## src/rtl/axi4_lite_register_bridge.sv

```systemverilog
// AXI4-Lite slave exposing a small bank of word-wide registers.
// Writes land in register_out (byte-strobed). Reads return the live register_in bank.
// Each committed write pulses wr_en for one cycle and each accepted read pulses rd_en for one cycle.
// The write and read channels run as two independent two-state machines.
module axi4_lite_register_bridge #(
  parameter int N       = 4,
  parameter int CLOG2_W = 2,
  parameter int W       = 2**CLOG2_W,
  parameter int A       = 32
) (
  input  logic                 aclk,
  input  logic                 areset,
  input  logic [A-1:0]         awaddr,
  input  logic                 awvalid,
  output logic                 awready,
  input  logic [8*N-1:0]       wdata,
  input  logic [N-1:0]         wstrb,
  input  logic                 wvalid,
  output logic                 wready,
  output logic [1:0]           bresp,
  output logic                 bvalid,
  input  logic                 bready,
  input  logic [A-1:0]         araddr,
  input  logic                 arvalid,
  output logic                 arready,
  output logic [8*N-1:0]       rdata,
  output logic [1:0]           rresp,
  output logic                 rvalid,
  input  logic                 rready,
  input  logic [W*8*N-1:0]     register_in,
  output logic [W*8*N-1:0]     register_out,
  output logic [W-1:0]         wr_en,
  output logic [W-1:0]         rd_en,
  output logic [8*N-1:0]       reg_wdata
);

  localparam int DW = 8 * N;
  localparam int LB = (N == 8) ? 3 : 2;
  localparam int IH = CLOG2_W + LB;

  localparam logic [0:0] W_IDLE = 1'b0;
  localparam logic [0:0] W_RESP = 1'b1;
  localparam logic [0:0] R_IDLE = 1'b0;
  localparam logic [0:0] R_DATA = 1'b1;

  localparam logic [1:0] RESP_OKAY   = 2'b00;
  localparam logic [1:0] RESP_SLVERR = 2'b10;

  // Only 4-byte and 8-byte words are supported; any other width is flagged at run time.
  if (!(N == 4 || N == 8)) begin : g_bad_n
    always_ff @(posedge aclk) begin
      assert (N == 4 || N == 8) else $error("axi4_lite_register_bridge: N must be 4 or 8");
    end
  end

  // An address is in range only when every bit above the word index is clear.
  function automatic logic addr_in_range(input logic [A-1:0] addr);
    return (addr >> IH) == '0;
  endfunction

  function automatic logic [CLOG2_W-1:0] addr_word(input logic [A-1:0] addr);
    return addr[IH-1:LB];
  endfunction

  function automatic logic [W-1:0] word_onehot(input logic [CLOG2_W-1:0] idx);
    return W'(1) << idx;
  endfunction

  logic [0:0]         w_state;
  logic [0:0]         r_state;
  logic               aw_got_p0;
  logic               w_got_p0;
  logic [A-1:0]       aw_addr_p0;
  logic [DW-1:0]      wdata_p0;
  logic [N-1:0]       wstrb_p0;

  logic               aw_fire;
  logic               w_fire;
  logic               ar_fire;
  logic               commit;
  logic [A-1:0]       cmt_addr;
  logic [DW-1:0]      cmt_data;
  logic [N-1:0]       cmt_strb;
  logic [CLOG2_W-1:0] cmt_idx;
  logic               cmt_ok;
  logic [CLOG2_W-1:0] rd_idx;
  logic               rd_ok;

  // Ready outputs come from state only, and they are held low while reset is asserted.
  assign awready = !areset && (w_state == W_IDLE) && !aw_got_p0;
  assign wready  = !areset && (w_state == W_IDLE) && !w_got_p0;
  assign arready = !areset && (r_state == R_IDLE);

  // Commit takes the AW/W half that arrives this cycle, or the half held from an earlier cycle.
  always_comb begin
    aw_fire  = awvalid && awready;
    w_fire   = wvalid && wready;
    ar_fire  = arvalid && arready;
    commit   = (aw_got_p0 || aw_fire) && (w_got_p0 || w_fire);
    cmt_addr = aw_fire ? awaddr : aw_addr_p0;
    cmt_data = w_fire ? wdata : wdata_p0;
    cmt_strb = w_fire ? wstrb : wstrb_p0;
    cmt_idx  = addr_word(cmt_addr);
    cmt_ok   = addr_in_range(cmt_addr);
    rd_idx   = addr_word(araddr);
    rd_ok    = addr_in_range(araddr);
  end

  // Holding registers for whichever of AW/W is accepted first (data path, not reset).
  always_ff @(posedge aclk) begin
    if (aw_fire) begin
      aw_addr_p0 <= awaddr;
    end
    if (w_fire) begin
      wdata_p0 <= wdata;
      wstrb_p0 <= wstrb;
    end
  end

  // Write channel FSM: collect AW and W, commit the bytes, then hold B until it is accepted.
  always_ff @(posedge aclk) begin
    if (areset) begin
      w_state      <= W_IDLE;
      aw_got_p0    <= 1'b0;
      w_got_p0     <= 1'b0;
      bvalid       <= 1'b0;
      bresp        <= RESP_OKAY;
      wr_en        <= '0;
      reg_wdata    <= '0;
      register_out <= '0;
    end else begin
      wr_en <= '0;
      if (commit) begin
        aw_got_p0 <= 1'b0;
        w_got_p0  <= 1'b0;
        w_state   <= W_RESP;
        bvalid    <= 1'b1;
        if (cmt_ok) begin
          bresp     <= RESP_OKAY;
          wr_en     <= word_onehot(cmt_idx);
          reg_wdata <= cmt_data;
          for (int k = 0; k < N; k++) begin
            if (cmt_strb[k]) begin
              register_out[cmt_idx*DW + k*8 +: 8] <= cmt_data[k*8 +: 8];
            end
          end
        end else begin
          bresp <= RESP_SLVERR;
        end
      end else begin
        if (aw_fire) begin
          aw_got_p0 <= 1'b1;
        end
        if (w_fire) begin
          w_got_p0 <= 1'b1;
        end
        if (w_state == W_RESP && bready) begin
          bvalid  <= 1'b0;
          w_state <= W_IDLE;
        end
      end
    end
  end

  // Read channel FSM: sample register_in on AR acceptance, then hold R until it is accepted.
  always_ff @(posedge aclk) begin
    if (areset) begin
      r_state <= R_IDLE;
      rvalid  <= 1'b0;
      rresp   <= RESP_OKAY;
      rdata   <= '0;
      rd_en   <= '0;
    end else begin
      rd_en <= '0;
      if (ar_fire) begin
        r_state <= R_DATA;
        rvalid  <= 1'b1;
        if (rd_ok) begin
          rresp <= RESP_OKAY;
          rdata <= register_in[rd_idx*DW +: DW];
          rd_en <= word_onehot(rd_idx);
        end else begin
          rresp <= RESP_SLVERR;
          rdata <= '0;
        end
      end else if (r_state == R_DATA && rready) begin
        rvalid  <= 1'b0;
        r_state <= R_IDLE;
      end
    end
  end

endmodule
```

## config.mk

```make
export PLATFORM = sky130hd
export DESIGN_NAME = axi4_lite_register_bridge
export DESIGN_NICKNAME = d
export VERILOG_FILES = /design/src/rtl/axi4_lite_register_bridge.sv
export SDC_FILE = /design/constraint.sdc
export NUM_CORES = 1
export LEC_CHECK = 0
export ABC_AREA = 1
export CAP_MARGIN = 20
export CORE_MARGIN = 2
export CORE_UTILIZATION = 35
export DETAILED_ROUTE_END_ITERATION = 10
export GPL_TIMING_DRIVEN = 0
export PLACE_DENSITY_LB_ADDON = 0.12
export SLEW_MARGIN = 10
export SYNTH_ARGS = -nofsm -noshare
export SYNTH_HDL_FRONTEND = slang
export SYNTH_SLANG_ARGS = --single-unit
```

## constraint.sdc

```tcl
create_clock -name aclk -period 4.9 [get_ports aclk]
set_clock_uncertainty 0.1 [all_clocks]
set_input_delay 0.98 -clock aclk [delete_from_list [all_inputs] [get_ports aclk]]
set_output_delay 0.98 -clock aclk [all_outputs]
set_load 0.005 [all_outputs]
```

# --- Word level (Yosys, flattened, before mapping) ---
# Index checks and enable logic that the tools add are counted.
totals:
  romBits: 0
  in_bits: 235
  latch_bits: 0
  ramBits: 0
  register_bits: 276
  mem_count: 0
classes:
  reduce_logical: 23
  addsub: 7
  multipliers: 0
  shifts: 11
  bitwise_logic: 6
  div: 0
  n_eq_ne: 0
  order_cmp: 0
  muxes: 27
op_table:
  columns: ["cell", "n"]
  rows:
  - ["$mux W128", 13]
  - ["$bwmux W128", 4]
  - ["$shift A8 B34 Y128 const A", 4]
  - ["$shiftx A8 B34 Y128", 4]
  - ["$shiftx A128 B8 Y32", 1]
  - ["$neg A8 Y34", 3]
  - ["$mux W32", 3]
  - ["$logic_not A32 Y1", 2]
  - ["$neg A7 Y34", 1]
  - ["$add A7 B5 Y8 const B", 2]
  - ["$logic_and A1 B1 Y1", 10]
  - ["$add A7 B4 Y8 const B", 1]
  - ["$shl A1 B2 Y4 const A", 2]
  - ["$not A1 Y1", 6]
  - ["$reduce_or A3 Y1", 2]
  - ["$mux W1", 4]
  - ["$mux W2", 2]
  - ["$mux W4", 1]
  - ["$reduce_bool A2 Y1", 2]
  - ["$logic_not A1 Y1", 3]
  - ["$logic_or A1 B1 Y1", 2]
  - ["$reduce_and A2 Y1", 1]
  - ["$reduce_or A2 Y1", 1]

# --- Longest topological paths before layout ---
# Gate-level depths: netlist of run 1.
logic_depth:
  word_depth: 24
  mapped_depth: 16
  depth_no_buf: 13

# --- Worst setup path before layout of run 1 ---
# Ideal clock, no wire load.
synth_path:
  path_type: "input -> register"
  startpoint: "in areset"
  endpoint: "reg register_out[16]"
  setup_slack_ps: 1065
  cell_stages: 14
  arrival_ps: 3622
  cell_sequence: "nor2_4 > nand3_2 > buf_2 > buf_2 > o21ai_1 > buf_2 > buf_1 > ha_1 > clkbuf_1 > buf_1 > clkbuf_1 > nand4_1 > nand2_1 > nor2_1"
synth_via:
  elab_chain_cells: 24
synth_rtl:
  columns: ["item", "line", "rtl"]
  rows:
  - ["start: declaration", "12", "input logic areset,"]
  - ["branches (longest 24 deep; another with $neg A8 Y34)", null, null]
  - ["end signal: indexed assignment", "144", "register_out[cmt_idx*DW + k*8 +: 8] <= cmt_data[k*8 +: 8];"]
  - ["end: declaration", "31", "output logic [W*8*N-1:0] register_out,"]
# Parallel ways; which one is timed is not known. The select of a mux whose other input is x is not followed.
# A chain may end at the register's enable or synchronous reset.

# --- Final worst setup path of run 1 ---
layout_path:
  startpoint: "in areset"
  endpoint: "reg register_out[28]"
# Same word-level chain as after synthesis.

==> flow_summary.yaml, run 1 <==
critical_path:
  cp.required_ps: 5270
  critPathLaunchType: "input port"
  rr_startpoint: "w_state$_SDFFE_PP0P_"
  critPathCaptureType: "flip-flop"
  r2r_cells: 12
  timing.rr.end: "register_out[28]$_SDFFE_PP0P_"
  cp_max_fo: 12
  crit_path_start: "areset"
  rrSetupSlack_ps: 880
  arrival_ps: 5040
  worstSetupPathType: "input port to flip-flop"
  critical_path.endpoint: "register_out[28]$_SDFFE_PP0P_"
layout:
  fin_util: 0.524
  design_area_sq_mm: 0.0186
  area_growth_pct: 47.4
  drive_gt1_frac: 0.0497
  nNetsFinal: 2654
placed_design:
  dpl.hpwl_mm: 42.1
  place_area_sq_mm: 0.0176
  finalWeightedCongestion: 0.965
  io_buffer_count: 436
min_path:
  hp-class: "flip-flop to flip-flop"
floorplanning:
  dieArea_sq_mm: 0.0376
  rows: 69
  die_w_um: 194
  initial_core_util: 0.355
  fp.coreArea_sq_mm: 0.0356
  io_pins: 444
  die_y_um: 194
timing:
  finalSetupViolCount: 0
  worstMarginPinSlew_ps: 934
  period_share: 0.953
  period_minus_slack_ps: 4670
  fmax_mhz: 214
  timing.final.hold_violations: 0
  finalHoldWorstSlack_ps: 352
  slew_violations: 0
  rsz0062_at_grt: "no"
  slew_headroom: 0.373
clock_network:
  h-tree-depth: 1
  postCtsHoldBufs: 0
  insertion_delay_ps: 580
  postCtsSetupBuffers: 0
  clk_root_buffer_cell: "clkbuf_16"
  clockBufferDepth: 3
  numCtsBuffers: 30
  clk_pin_slew_ps: 60
  tritoncts: "done"
  cts_sinks: 272
synthesis:
  yosys_warnings: 0
  syn_area_per_cell_sq_um: 6.49
  synth.distinct_cells: 28
  yosys_register_bits: 272
  seq_area_frac_synth: 0.431
  synthFlopType: "dfxtp_1"
  async_flop_share: 0
  synth_top_area_frac: 0.431
  syn-cell-area_sq_mm: 0.0126
  synth_edf_count: 0
  synth.largest_area_cell: "dfxtp_1"
  syn_inst: 1947
  synth_top_cells_by_area: "dfxtp_1, nand2_1, nor2_1"
global_route:
  grt_first_pass_wirelength_mm: 80.9
  grt-ovfl-total: 0
  antenna_found_initial: 3
  grt_max_degree: 22
  track_usage: 0.274
  grt_pass1_vias: 13927
routing:
  wirelength_mm: 53.3
  drtAntennaViolNets: 0
  dr.first_iter.drc_count: 975
  wl_per_cell_um: 18.4
  drtPass1Iterations: 5
  via_count: 14340
  viasPerCell: 4.94
  drc_errors: 0
outcome:
  outcome: "finished clean"
power:
  pwr_density_cell_mw_per_mm2: 316
  peakVddDrop_v: 0.000286
  p_leak_uw: 0.00820
job:
  maxCapViolations: 0
==> placed cells by master, fill, tap and decap left out, types with 30 or more instances in the layout <==
cell type / synthesis / layout
nand2_1: 482 / 482
clkbuf_16: 0 / 30
nor3_1: 38 / 38
nor2_1: 435 / 435
inv_1: 187 / 187
clkdlybuf4s50_1: 0 / 436
nand4_1: 78 / 78
dfxtp_1: 272 / 272
a21oi_1: 35 / 35
nand3_1: 85 / 85
o21ai_0: 98 / 98
o22ai_1: 32 / 32
clkbuf_1: 81 / 80
==> synthesized netlist by cell type, types with 6 or more instances <==
cell type,n
nor2_1,435
nand2_1,482
nor3_1,38
nand3_1,85
buf_4,6
ha_1,7
buf_1,13
inv_1,187
nand4_1,78
dfxtp_1,272
o21ai_1,26
or2_2,11
clkbuf_1,81
o22ai_1,32
o21ai_0,98
a21oi_1,35
buf_2,25
nand4_2,6
nor4_1,8
==> how the worst min path moves through the flow <==
stage / start / endpoint / slack, ps / depth (start not counted)
4_1_cts: aw_addr_p0[25]$_DFF_P_ / aw_addr_p0[25]$_DFF_P_ / 350 / 2
3_3_place_gp: aw_addr_p0[24]$_DFF_P_ / aw_addr_p0[24]$_DFF_P_ / 330 / 2
6_report: aw_addr_p0[25]$_DFF_P_ / aw_addr_p0[25]$_DFF_P_ / 350 / 2
5_1_grt: aw_addr_p0[23]$_DFF_P_ / aw_addr_p0[23]$_DFF_P_ / 370 / 2
3_5_place_dp: aw_addr_p0[25]$_DFF_P_ / aw_addr_p0[25]$_DFF_P_ / 330 / 2
2_1_floorplan: aw_addr_p0[22]$_DFF_P_ / aw_addr_p0[22]$_DFF_P_ / 320 / 2
==> cell type report <==
cell class	instances	area, sq um
clock inverter	13	143
timing repair buffer	436	4360
multi-input combinational	1355	5930
fill	3592	16900
inverter	195	736
sequential	272	5450
buffer	122	524
antenna	3	7.51
tap	461	577
clock buffer	43	900
==> stage by stage <==
step / TNS [ps] / total power [uW] / instances / setup slack [ps]
3_5_place_dp: -55400 / 3550 / 2845 / -1070
6_report: 0 / 5880 / 2900 / 230
3_3_place_gp: -52660 / 3540 / 2845 / -1030
2_1_floorplan: 0 / 3050 / 1948 / 1070
5_1_grt: 0 / 6110 / 2899 / 81.0
4_1_cts: 0 / 5880 / 2900 / 64.9
==> repair_timing <==
item	CTS	global route
setup endpoints to repair	33	37
cloned	0	0
resized for setup	2	3
==> logic make-up (layout without fill, tap and decap cells) <==
kind of cell    count (synthesis)  count (layout)  synth area share
simple gates                 1154            1154             0.382
flops                         272             272             0.431
fa+ha+maj                       7               7           0.00693
buf+inv                       321             809             0.100
other cells                     1               5          0.000297
compound gates                192             192            0.0795
==> state kept, by name, indices dropped and copies added, names as in the netlist <==
signal        count
aw_addr_p0       30
aw_got_p0         1
bresp             1
r_state           1
rd_en             4
rdata            32
reg_wdata        32
register_out    128
rresp             1
w_got_p0          1
w_state           1
wdata_p0         32
wr_en             4
wstrb_p0          4
==> power breakdown <==
| group | total [uW] | leakage [uW] | internal (uW) | switching [uW] |
|---|---|---|---|---|
| combinational | 1170 | 0.00546 | 399 | 770 |
| clock | 2350 | 0.000520 | 1380 | 971 |
| sequential | 2360 | 0.00221 | 2330 | 33.1 |
| total | 5880 | 0.00820 | 4110 | 1770 |
==> layer usage <==
| metal | GRT usage | wire (um) | vias up | part of all wire |
|---|---|---|---|---|
| li1 | - | - | 7066 | - |
| met1 | 0.353 | 22500 | 6625 | 0.42 |
| met2 | 0.458 | 24700 | 556 | 0.46 |
| met3 | 0.0590 | 4430 | 93 | 0.083 |
| met4 | 0.0847 | 1760 | 0 | 0.033 |
| met5 | 0 | 0 | - | 0 |
==> worst max-delay path, cell delays in order <==
cell             delay (ps)
clkdlybuf4s50_1         570
nor2_4                  280
nand3_2                 150
buf_2                   220
buf_2                   220
o21ai_2                 440
buf_2                   470
ha_1                    560
clkbuf_2                360
clkbuf_1                410
nand4_1                 220
nand2_1                 100
nor2_1                   50
(Power assumes the default switching activity.)
==> inputs of run 2 (changes only) <==
--- a/config.mk
+++ b/config.mk
@@ -7,7 +7,7 @@
 export LEC_CHECK = 0
 export ABC_AREA = 1
 export CAP_MARGIN = 20
-export CORE_MARGIN = 2
+export CORE_MARGIN = 10
 export CORE_UTILIZATION = 35
 export DETAILED_ROUTE_END_ITERATION = 10
 export GPL_TIMING_DRIVEN = 0
==> run 2 against run 1 <==
Against the previous run: hold slack got worse by 4.4 ps; routed wire length increased by 6.5%; final cell count shrank 0.10%; flip-flop and latch count did not move; first-iteration DRC count up 15%; global-route usage is 3.0 points lower; count of clock-buffer cells in the layout is the same; register-to-register slack got worse by 100 ps; fmax is 1.5% lower; largest power group unchanged; die area up 17%; combinational power about the same.
==> flow_summary.yaml, run 2 (synthesized netlist as in run 1, its figures left out) <==
routing:
  wirelength_mm: 56.8
  drtPass1Iterations: 6
  drc_errors: 0
  via_count: 14345
  drtAntennaViolNets: 0
  wl_per_cell_um: 19.6
  dr.first_iter.drc_count: 1118
  viasPerCell: 4.95
critical_path:
  critPathLaunchType: "input port"
  rrSetupSlack_ps: 780
  cpLargestDelayFamily: "buffers and inverters"
  r2r_cells: 15
  timing.rr.end: "register_out[116]$_SDFFE_PP0P_"
  cp.required_ps: 5310
  critPathBufInv: 7
  cp_max_fo: 14
  cpPeakStageDelay_ps: 660
  arrival_ps: 5150
  rr_startpoint: "w_state$_SDFFE_PP0P_"
  critPathCaptureType: "flip-flop"
  worstSetupPathType: "input port to flip-flop"
  crit_path_cell_trace: "clkdlybuf4s50_1 > nor2_4 > nand3_2 > buf_2 > buf_2 > nand2_1 > o21ai_1 > inv_1 > clkbuf_1 > ha_1 > buf_1 > nand4_1 > buf_2 > nand2_1 > nand2_1 > nor2_1"
  cpMaxStageDelayCell: "clkbuf_1"
power:
  switchingPower_uw: 1740
  seqPwrFrac: 0.404
  peakVddDrop_v: 0.000265
  p_comb_frac: 0.200
  netSwitchingFraction: 0.297
  clkPwrFrac: 0.396
  pwr_density_cell_mw_per_mm2: 315
  p_leak_uw: 0.00816
  internal_power_uw: 4110
timing:
  rsz0062_at_grt: "yes"
  period_minus_slack_ps: 4740
  worstMarginPinSlew_ps: 869
  period_share: 0.967
  timing.final.hold_violations: 0
  slew_headroom: 0.416
  finalHoldWorstSlack_ps: 348
  slew_violations: 0
  fmax_mhz: 211
  finalSetupViolCount: 0
floorplanning:
  initial_core_util: 0.355
  die_w_um: 210
  rows: 69
  dieArea_sq_mm: 0.0441
  die_y_um: 210
  io_pins: 444
  fp.coreArea_sq_mm: 0.0356
outcome:
  outcome: "finished clean"
global_route:
  grt_pass1_vias: 13809
  antenna_found_initial: 1
  track_usage: 0.244
  grt-ovfl-total: 0
  grt_first_pass_wirelength_mm: 84.6
  grt_max_degree: 22
clock_network:
  tritoncts: "done"
  clk_pin_slew_ps: 60
  clk_root_buffer_cell: "clkbuf_16"
  clockBufferDepth: 3
  postCtsSetupBuffers: 0
  cts_sinks: 272
  h-tree-depth: 1
  insertion_delay_ps: 570
  numCtsBuffers: 30
layout:
  drive_gt1_frac: 0.0460
  fin_util: 0.522
  final_common_cell: "nand2_1"
  area_growth_pct: 47.0
  final_cell_mix: "nand2_1, clkdlybuf4s50_1, nor2_1"
  nNetsFinal: 2655
  largest_register: "register_out"
  design_area_sq_mm: 0.0186
  largest_register_ffs: 128
min_path:
  holdPathStages: 2
  holdPathEnd: "aw_addr_p0[24]$_DFF_P_"
  hp-class: "flip-flop to flip-flop"
  holdCritStartpoint: "aw_addr_p0[24]$_DFF_P_"
placed_design:
  io_buffer_count: 436
  dpl.hpwl_mm: 45.5
  finalWeightedCongestion: 0.987
  place_area_sq_mm: 0.0176
job:
  maxCapViolations: 0
==> run 2: cell types whose count changed in the layout (fill, tap and decap cells not counted) <==
| cell | change |
|---|---|
| clkinv_16 | -1 |
| clkinv_8 | +1 |
| buf_4 | -1 |
| clkbuf_4 | +1 |
| bufinv_16 | +2 |
| clkbuf_1 | +8 |
| clkinv_2 | -4 |
| diode_2 | -2 |
| clkbuf_8 | -7 |
==> run 2: worst max path at each step <==
stage,from,end,cells past startpoint
floorplan,areset,register_out[16]$_SDFFE_PP0P_,14
finish,areset,register_out[116]$_SDFFE_PP0P_,16
CTS,areset,register_out[31]$_SDFFE_PP0P_,14
global placement,areset,register_out[26]$_SDFFE_PP0P_,15
global route,areset,register_out[77]$_SDFFE_PP0P_,14
detailed placement,areset,register_out[31]$_SDFFE_PP0P_,15
==> run 2: metal layers <==
layer,GRT usage,share of wire
met3,0.0662,0.088
met1,0.302,0.42
met4,0.0680,0.029
met2,0.408,0.46
met5,0,0
==> run 2: stage by stage <==
| stage | setup WS, ps | TNS (ps) | total power [uW] | std cells |
|---|---|---|---|---|
| 3_3_place_gp | -960 | -47780 | 3540 | 2845 |
| 5_1_grt | -1.14 | -1.14 | 6090 | 2896 |
| 2_1_floorplan | 1070 | 0 | 3050 | 1948 |
| 4_1_cts | 115 | 0 | 5860 | 2898 |
| 6_report | 161 | 0 | 5850 | 2897 |
| 3_5_place_dp | -964 | -48500 | 3550 | 2845 |
==> run 2: what timing repair did <==
| item | in CTS | in global routing |
|---|---|---|
| resized for setup | 1 | 4 |
| pin swaps | 0 | 0 |
| hold endpoints to repair | 0 | 0 |
| hold buffers | 0 | 0 |
| endpoints found under the setup margin | 20 | 24 |
| gates cloned | 0 | 0 |
==> run 2: worst register-to-register path, delay by kind of cell (launching register included) <==
family / cells / cell delay (ps)
compound gates: 1 / 140
fa+ha+maj: 1 / 460
buf+inv: 6 / 2020
flops: 1 / 370
simple gates: 7 / 950
==> run 2: cell type report <==
| type | instances | area, sq um |
|---|---|---|
| clock buffers | 43 | 830 |
| well taps | 461 | 577 |
| inverters | 195 | 736 |
| flip-flops and latches | 272 | 5450 |
| multi-input cells | 1355 | 5930 |
| plain buffers | 123 | 528 |
| fillers | 3608 | 17000 |
| repair buffers | 436 | 4360 |
| diodes | 1 | 2.50 |
| clock inverters | 11 | 169 |
==> run 2: power groups by stage <==
| stage | registers [uW] | logic (uW) | clock network (uW) |
|---|---|---|---|
| final | 2360 | 1170 | 2320 |
| after global routing | 2370 | 1280 | 2430 |
| after CTS | 2360 | 1150 | 2350 |
| after detailed placement | 2410 | 1140 | 0 |
| after global placement | 2410 | 1140 | 0 |
| after floorplan | 2400 | 644 | 0 |
==> inputs of run 3 (changes only) <==
--- a/config.mk
+++ b/config.mk
@@ -11,6 +11,7 @@
 export CORE_UTILIZATION = 35
 export DETAILED_ROUTE_END_ITERATION = 10
 export GPL_TIMING_DRIVEN = 0
+export MAX_ROUTING_LAYER = met4
 export PLACE_DENSITY_LB_ADDON = 0.12
 export SLEW_MARGIN = 10
 export SYNTH_ARGS = -nofsm -noshare
==> constraint.sdc (replaced) <==
create_clock -name aclk -period 4.9 [get_ports aclk]
set_clock_uncertainty 0.1 [all_clocks]
set_input_delay 0.98 -clock aclk [delete_from_list [all_inputs] [get_ports aclk]]
set_output_delay 0.98 -clock aclk [all_outputs]
set_load 0.02 [all_outputs]
==> run 3 against run 2 <==
Against the previous run: clock power is 3% lower; flip-flop and latch count is the same; final cell count did not move; first-iteration DRC count shrank 5.4%; design area down 0.13%; hold slack got worse by 2.0 ps; largest power group unchanged.
==> flow_summary.yaml, run 3 (synthesized netlist as in run 1, its figures left out) <==
layout:
  final_common_cell: "nand2_1"
  fin_util: 0.522
  largest_register_ffs: 128
  drive_gt1_frac: 0.0472
  nNetsFinal: 2655
  final_cell_mix: "nand2_1, clkdlybuf4s50_1, nor2_1"
  largest_register: "register_out"
  area_growth_pct: 46.8
  fin_cells: 2897
clock_network:
  tritoncts: "done"
  insertion_delay_ps: 570
  clk_root_buffer_cell: "clkbuf_16"
  postCtsHoldBufs: 0
  postCtsSetupBuffers: 0
  clockBufferDepth: 3
  h-tree-depth: 1
  clk_pin_slew_ps: 60
  cts_sinks: 272
  numCtsBuffers: 30
placed_design:
  pre_cts_ws_ps: -972
  finalWeightedCongestion: 1.01
  placed_cells: 2845
  io_buffer_count: 436
  dpl.hpwl_mm: 45.9
timing:
  fmax_mhz: 218
  timing.final.hold_violations: 0
  period_minus_slack_ps: 4590
  finalSetupViolCount: 0
  worst_slack_ps: 305
  finalHoldWorstSlack_ps: 346
  worstMarginPinSlew_ps: 856
  period_share: 0.938
  slew_headroom: 0.425
  slew_violations: 0
  rsz0062_at_grt: "no"
global_route:
  grt_max_degree: 22
  grt-ovfl-total: 0
  grt_util_met2: 0.425
  gr-max-usage-layer: "met2"
  grt_pass1_vias: 14188
  met3_usage: 0.0571
  antenna_found_initial: 1
  grt_use_met1: 0.312
  grt_first_pass_wirelength_mm: 86.3
  track_usage: 0.256
floorplanning:
  rows: 69
  initial_core_util: 0.355
  die_w_um: 210
  die_y_um: 210
  dieArea_sq_mm: 0.0441
  io_pins: 444
  fp.coreArea_sq_mm: 0.0356
critical_path:
  arrival_ps: 4960
  cp_max_fo: 12
  worstSetupPathType: "input port to flip-flop"
  rr_startpoint: "w_state$_SDFFE_PP0P_"
  crit_path_start: "areset"
  critPathCaptureType: "flip-flop"
  critPathLaunchType: "input port"
  critical_path.endpoint: "register_out[31]$_SDFFE_PP0P_"
  r2r_cells: 12
  cp.required_ps: 5260
  timing.rr.end: "register_out[31]$_SDFFE_PP0P_"
  rrSetupSlack_ps: 910
routing:
  dr.first_iter.drc_count: 1058
  drc_errors: 0
  drtAntennaViolNets: 0
  wl_per_cell_um: 19.9
  viasPerCell: 5.00
  via_count: 14481
  drtPass1Iterations: 5
  wirelength_mm: 57.8
power:
  peakVddDrop_v: 0.000311
  p_leak_uw: 0.00815
  pwr_density_cell_mw_per_mm2: 313
  finalPower_uw: 5800
job:
  maxCapViolations: 0
min_path:
  hp-class: "flip-flop to flip-flop"
outcome:
  outcome: "finished clean"
## run 3: changes by cell type in the layout (fill, tap and decap cells not counted), sizes merged
cell      previous run  this run
clkinvlp             2         4
bufinv               4         2
## run 3: worst max-delay path, stage by stage
cell and delay, ps:
clkdlybuf4s50_1 550, nor2_4 260, nand3_2 140, buf_2 210, buf_2 230, o21ai_2 490, buf_2 470, ha_2 420
clkbuf_2 320, clkbuf_1 470, nand4_1 240, nand2_1 110, nor2_1 40
## run 3: layer usage
layer	up-vias	share of wire
met4	0	0.022
li1	7083	-
met1	6776	0.43
met3	82	0.077
met2	540	0.47
met5	-	0
## run 3: power breakdown
part | leakage, uW | total (uW) | switching (uW) | internal (uW)
Clock | 0.000473 | 2260 | 938 | 1320
Sequential | 0.00221 | 2360 | 33.1 | 2330
Combinational | 0.00546 | 1180 | 785 | 399
Total | 0.00815 | 5800 | 1760 | 4050
## run 3: worst min path at each step
| stage | startpoint | endpoint | slack, ps | depth (start not counted) |
|---|---|---|---|---|
| CTS | aw_addr_p0[22]$_DFF_P_ | aw_addr_p0[22]$_DFF_P_ | 350 | 2 |
| global placement | aw_addr_p0[24]$_DFF_P_ | aw_addr_p0[24]$_DFF_P_ | 330 | 2 |
| floorplan | aw_addr_p0[22]$_DFF_P_ | aw_addr_p0[22]$_DFF_P_ | 320 | 2 |
| global route | aw_addr_p0[25]$_DFF_P_ | aw_addr_p0[25]$_DFF_P_ | 370 | 2 |
| detailed placement | aw_addr_p0[4]$_DFF_P_ | aw_addr_p0[4]$_DFF_P_ | 340 | 2 |
| finish | aw_addr_p0[24]$_DFF_P_ | aw_addr_p0[24]$_DFF_P_ | 350 | 2 |
## run 3: area by class of cell
| class | count | area, sq um |
|---|---|---|
| Antenna cell | 1 | 2.50 |
| Buffer | 122 | 524 |
| Clock buffer | 44 | 865 |
| Clock inverter | 10 | 105 |
| Fill cell | 3610 | 17000 |
| Inverter | 195 | 736 |
| Multi-Input combinational cell | 1355 | 5930 |
| Sequential cell | 272 | 5450 |
| Tap cell | 461 | 577 |
| Timing Repair Buffer | 436 | 4360 |
| Timing Repair inverter | 1 | 5.00 |
## run 3: per-stage QoR
step / area (sq um) / setup TNS, ps
finish: 18600 / 0
detailed placement: 17600 / -48280
global placement: 17600 / -46270
floorplan: 12600 / 0
global route: 18600 / 0
CTS: 18500 / 0
## run 3: timing repair
item / in CTS / in global routing
endpoints found under the setup margin: 20 / 53
cloned: 0 / 1
gates resized for setup: 1 / 5
==> RTL change 1, RTL diff (config.mk and constraints of run 3) <==
Reset style: asynchronous (`areset`), changed in 2 clocked blocks.
--- a/src/rtl/axi4_lite_register_bridge.sv
+++ b/src/rtl/axi4_lite_register_bridge.sv
@@ -118,7 +118,7 @@
   end
 
   // Write channel FSM: collect AW and W, commit the bytes, then hold B until it is accepted.
-  always_ff @(posedge aclk) begin
+  always_ff @(posedge aclk or posedge areset) begin
     if (areset) begin
       w_state      <= W_IDLE;
       aw_got_p0    <= 1'b0;
@@ -163,7 +163,7 @@
   end
 
   // Read channel FSM: sample register_in on AR acceptance, then hold R until it is accepted.
-  always_ff @(posedge aclk) begin
+  always_ff @(posedge aclk or posedge areset) begin
     if (areset) begin
       r_state <= R_IDLE;
       rvalid  <= 1'b0;
Function: not settled (the Yosys comparison gave no result); the edit may change what the design does.
==> RTL change 1 against run 3 <==
- cell area is 4.1% higher
- routed wire length is 1.6% lower
- fmax is 1.3% lower
- sequential cell count stayed put
- setup slack worse by 0.060 ns
- global-route usage is 0.49 points lower
- utilization is 0.24 points higher
- synthesized area is 4.0% higher
- critical path type unchanged
Power is not compared: it rests on default switching activity, and its combinational part moved more than twofold at a synthesized area within 25%.
==> RTL change 1: results (changes against run 3) <==
Hold Slack=0.350 ns (+0.00351 ns); Fillers=3604 (-0.17%); CLK BUF=48 (+9.1%); first-pass GRT wire length=84700 µm (-1.8%); CP max FO=11 (-1); CP Capture Type=flip-flop; CTS root buf=clkbuf_16; GPL Wtd Cong=0.921 (-8.8%); sequential cell area share=0.335 (+0.0417); synth top area cells=dfrtp_1 (39%), nand2_1 (19%), dfxtp_1 (10%), nand4_1 (8.4%), nor2_1 (5.1%); non-clk buf share=0.261 (-0.00269); Hold Crit Start=aw_addr_p0[17]$_DFF_P_; Max IR drop VDD=0.290 mV; Tmin final=4.65 ns (+0.0596 ns); WHS Endpoint=aw_addr_p0[17]$_DFF_P_; post-synthesis cell type count=33 (+18%); Async SR Flop Fraction=0.757 (+0.757); placed insts=2669 (-6.2%); Cell Area, Placed=0.0183 mm² (+3.9%); Seq/Total Area, Yosys=0.493 (+0.0617); global-route usage over all layers=0.251 (-0.00495); n_diodes=4 (+3); port buffer count=436 (unchanged); Largest Register=register_out; Synth top cells by count=nand2_1 (652), dfrtp_1 (206), nor2_1 (177); Wirelength per Cell=20.8 µm (+4.5%); largest net degree at the start of global routing=36 (+64%); initial antenna violation count=4 (+3); slowest CP cell=ha_1; Critical Path Max Stage Delay=0.73 ns (+0.18 ns); multi-input logic area=0.00561 mm² (-5.4%); fin nets=2435 (-8.3%); multi-input gates=1201 (-11%); Inverters=136 (-31%); R2R Path End=register_out[63]$_DFFE_PP0P_; FF+latch count, synth=272 (unchanged); Worst Path Arrival=5.02 ns (+0.06 ns); Iter 0 DRT Violations=1172 (+11%); vias in the first global route=13700 (-3.8%); fin area=0.0193 mm² (+4.1%); R2R setup slack=0.88 ns (-0.03 ns); DP Worst Slack=-0.606 ns (+0.366 ns); vias per cell=4.99 (-0.10%); pin slew with the least headroom to its limit=0.902 ns (+0.0462 ns); Synth Flop Type=dfrtp_1; Reg-to-Reg Start=w_state$_DFFE_PP0P_; Total Routed Length=56900 µm (-1.6%); TritonRoute pass-1 iters=5 (unchanged); worst reg2reg path depth=15 (+3); Mapped Cells=1722 (-12%); Largest register FFs=128 (unchanged); dpl hpwl=44800 µm (-2.6%); share of cells above drive strength 1=0.0640 (+0.0167); CTS Buf Count=31 (+3.3%); ClkCell Share=0.0539 (+0.00162); Signal buffers=553 (-0.90%); Well Taps=504 (+9.3%); postcts setup bufs=1 (+1); status=completed
==> RTL change 1: cell types whose count changed after synthesis, sizes merged, moves of 60 or more <==
| cell | change |
|---|---|
| nor2 | -260 |
| dfrtp | +206 |
| nand2 | +170 |
| nand4 | +106 |
| nand3 | -60 |
| dfxtp | -206 |
==> RTL change 1: power breakdown <==
group | switching, mW | total, mW | internal, mW
clock network | 0.973 | 2.40 | 1.43
registers | 0.0914 | 2.61 | 2.52
logic | 1.95 | 2.69 | 0.740
total | 3.02 | 7.70 | 4.68
==> RTL change 1: metal layers <==
layer	global-route usage	vias up	wire length (µm)
met5	-	-	0
met4	0.0582	0	1370
met1	0.319	6503	24900
li1	-	6583	-
met3	0.0552	85	3830
met2	0.401	451	26800
==> RTL change 1: cells by family after synthesis <==
group / Yosys count / share of synthesized area
AND/OR/NAND/NOR: 1074 / 0.365
adder cells (fa/ha/maj): 5 / 0.00476
flip-flops: 272 / 0.493
other: 1 / 0.000285
buffers and inverters: 250 / 0.0813
AO/OA/AOI/OAI: 120 / 0.0562
==> RTL change 2, RTL diff (settings of run 3) <==
Without the edit above. Set the parameter `CLOG2_W` to 3 (it was 2).
--- a/src/rtl/axi4_lite_register_bridge.sv
+++ b/src/rtl/axi4_lite_register_bridge.sv
@@ -4,7 +4,7 @@
 // The write and read channels run as two independent two-state machines.
 module axi4_lite_register_bridge #(
   parameter int N       = 4,
-  parameter int CLOG2_W = 2,
+  parameter int CLOG2_W = 3,
   parameter int W       = 2**CLOG2_W,
   parameter int A       = 32
 ) (
Interface: changed (resized rd_en, register_in, register_out and wr_en); port bits go from 444 to 708. The function was not compared with the original's and may differ.
==> RTL change 2 against run 3 <==
- sequential cell count increased by 136
- first-iteration DRC count rose by 38%
- critical path depth fell by 8
- power up 45%
- final cell count rose by 48%
- synthesized area increased by 47%
- routed wire length up 76%
- clock power increased by 58%
- register-to-register slack better by 0.35 ns
- setup slack improved by 0.037 ns
- via count increased by 45%
- cell area is 51% higher
- synthesized cell count is 44% higher
==> RTL change 2: results (changes against run 3) <==
dpl hpwl=84400 µm (+84%); total number of vias=21100 (+45%); Max IR drop VDD=0.245 mV (-21%); Synth top cells by count=nor2_1 (741), nand2_1 (661), dfxtp_1 (408); post-synthesis mux area share=0.00181 (+0.00181); port buffer count=700 (+61%); share of cells above drive strength 1=0.0457 (-0.00148); adder-cell share of the synthesized area=0.00202 (-0.00491); worst reg2reg path depth=16 (+4); synth top area cells=dfxtp_1 (44%), nor2_1 (15%), nand2_1 (13%), inv_1 (7.7%), nand4_1 (2.6%); WHS Endpoint=aw_addr_p0[29]$_DFF_P_; fin nets=3919 (+48%); Total Routed Length=102000 µm (+76%); # H-tree levels=2 (+1); Hold Crit Start=aw_addr_p0[29]$_DFF_P_; vias in the first global route=20200 (+42%); status=completed; post-synthesis compound-gate area fraction=0.0802 (+0.000737); # resized after CTS=0 (-1); placed insts=4193 (+47%); first-pass GRT wire length=144000 µm (+67%); Cell Area, Placed=0.0265 mm² (+51%); slowest CP cell=clkbuf_1; Largest register FFs=256 (+100%); Iter 0 DRT Violations=1461 (+38%); TritonRoute pass-1 iters=7 (+2); max frequency=0.219 GHz (+0.82%); Lkg Pwr=13.0 nW (+60%); R2R Path End=register_out[7]$_SDFFE_PP0P_; CTS Buf Count=46 (+53%); GPL Wtd Cong=0.992 (-1.8%); Hold Slack=0.347 ns (+0.00106 ns); Critical Path Max Stage Delay=0.63 ns (+0.08 ns); global-route usage over all layers=0.317 (+0.0616); Comb pwr share=0.161 (-0.043); CP max FO=10 (-2); Worst Path Arrival=3.48 ns (-1.48 ns); Slew HR=0.315 (-0.110); CP endpoint=arready; initial antenna violation count=15 (+14); Sequential Power Share=0.414 (+0.007); R2R setup slack=1.26 ns (+0.35 ns)
RTL change 2: area by class of cell:
class	count	area, µm²	share of cell area
Tap cell	688	861	0.0307
Clock buffer	65	1330	0.0475
Timing Repair Buffer	700	7010	0.250
Buffer	156	696	0.0248
Antenna cell	13	32.5	0.00116
Inverter	389	1460	0.0520
Multi-Input combinational cell	1852	8300	0.296
Sequential cell	408	8170	0.291
Clock inverter	15	201	0.00718
RTL change 2: cell families after synthesis:
| logic type | count (synthesis) |
|---|---|
| flops | 408 |
| compound gates | 246 |
| buf+inv | 545 |
| simple gates | 1598 |
| fa+ha+maj | 3 |
| mux | 3 |
| other cells | 1 |
RTL change 2: layer usage:
layer / wire (µm) / GRT usage / up-vias
met1: 40900 / 0.360 / 10000
met5: 0 / - / -
li1: - / - / 10200
met3: 8810 / 0.0966 / 93
met2: 50100 / 0.542 / 779
met4: 1860 / 0.0661 / 0
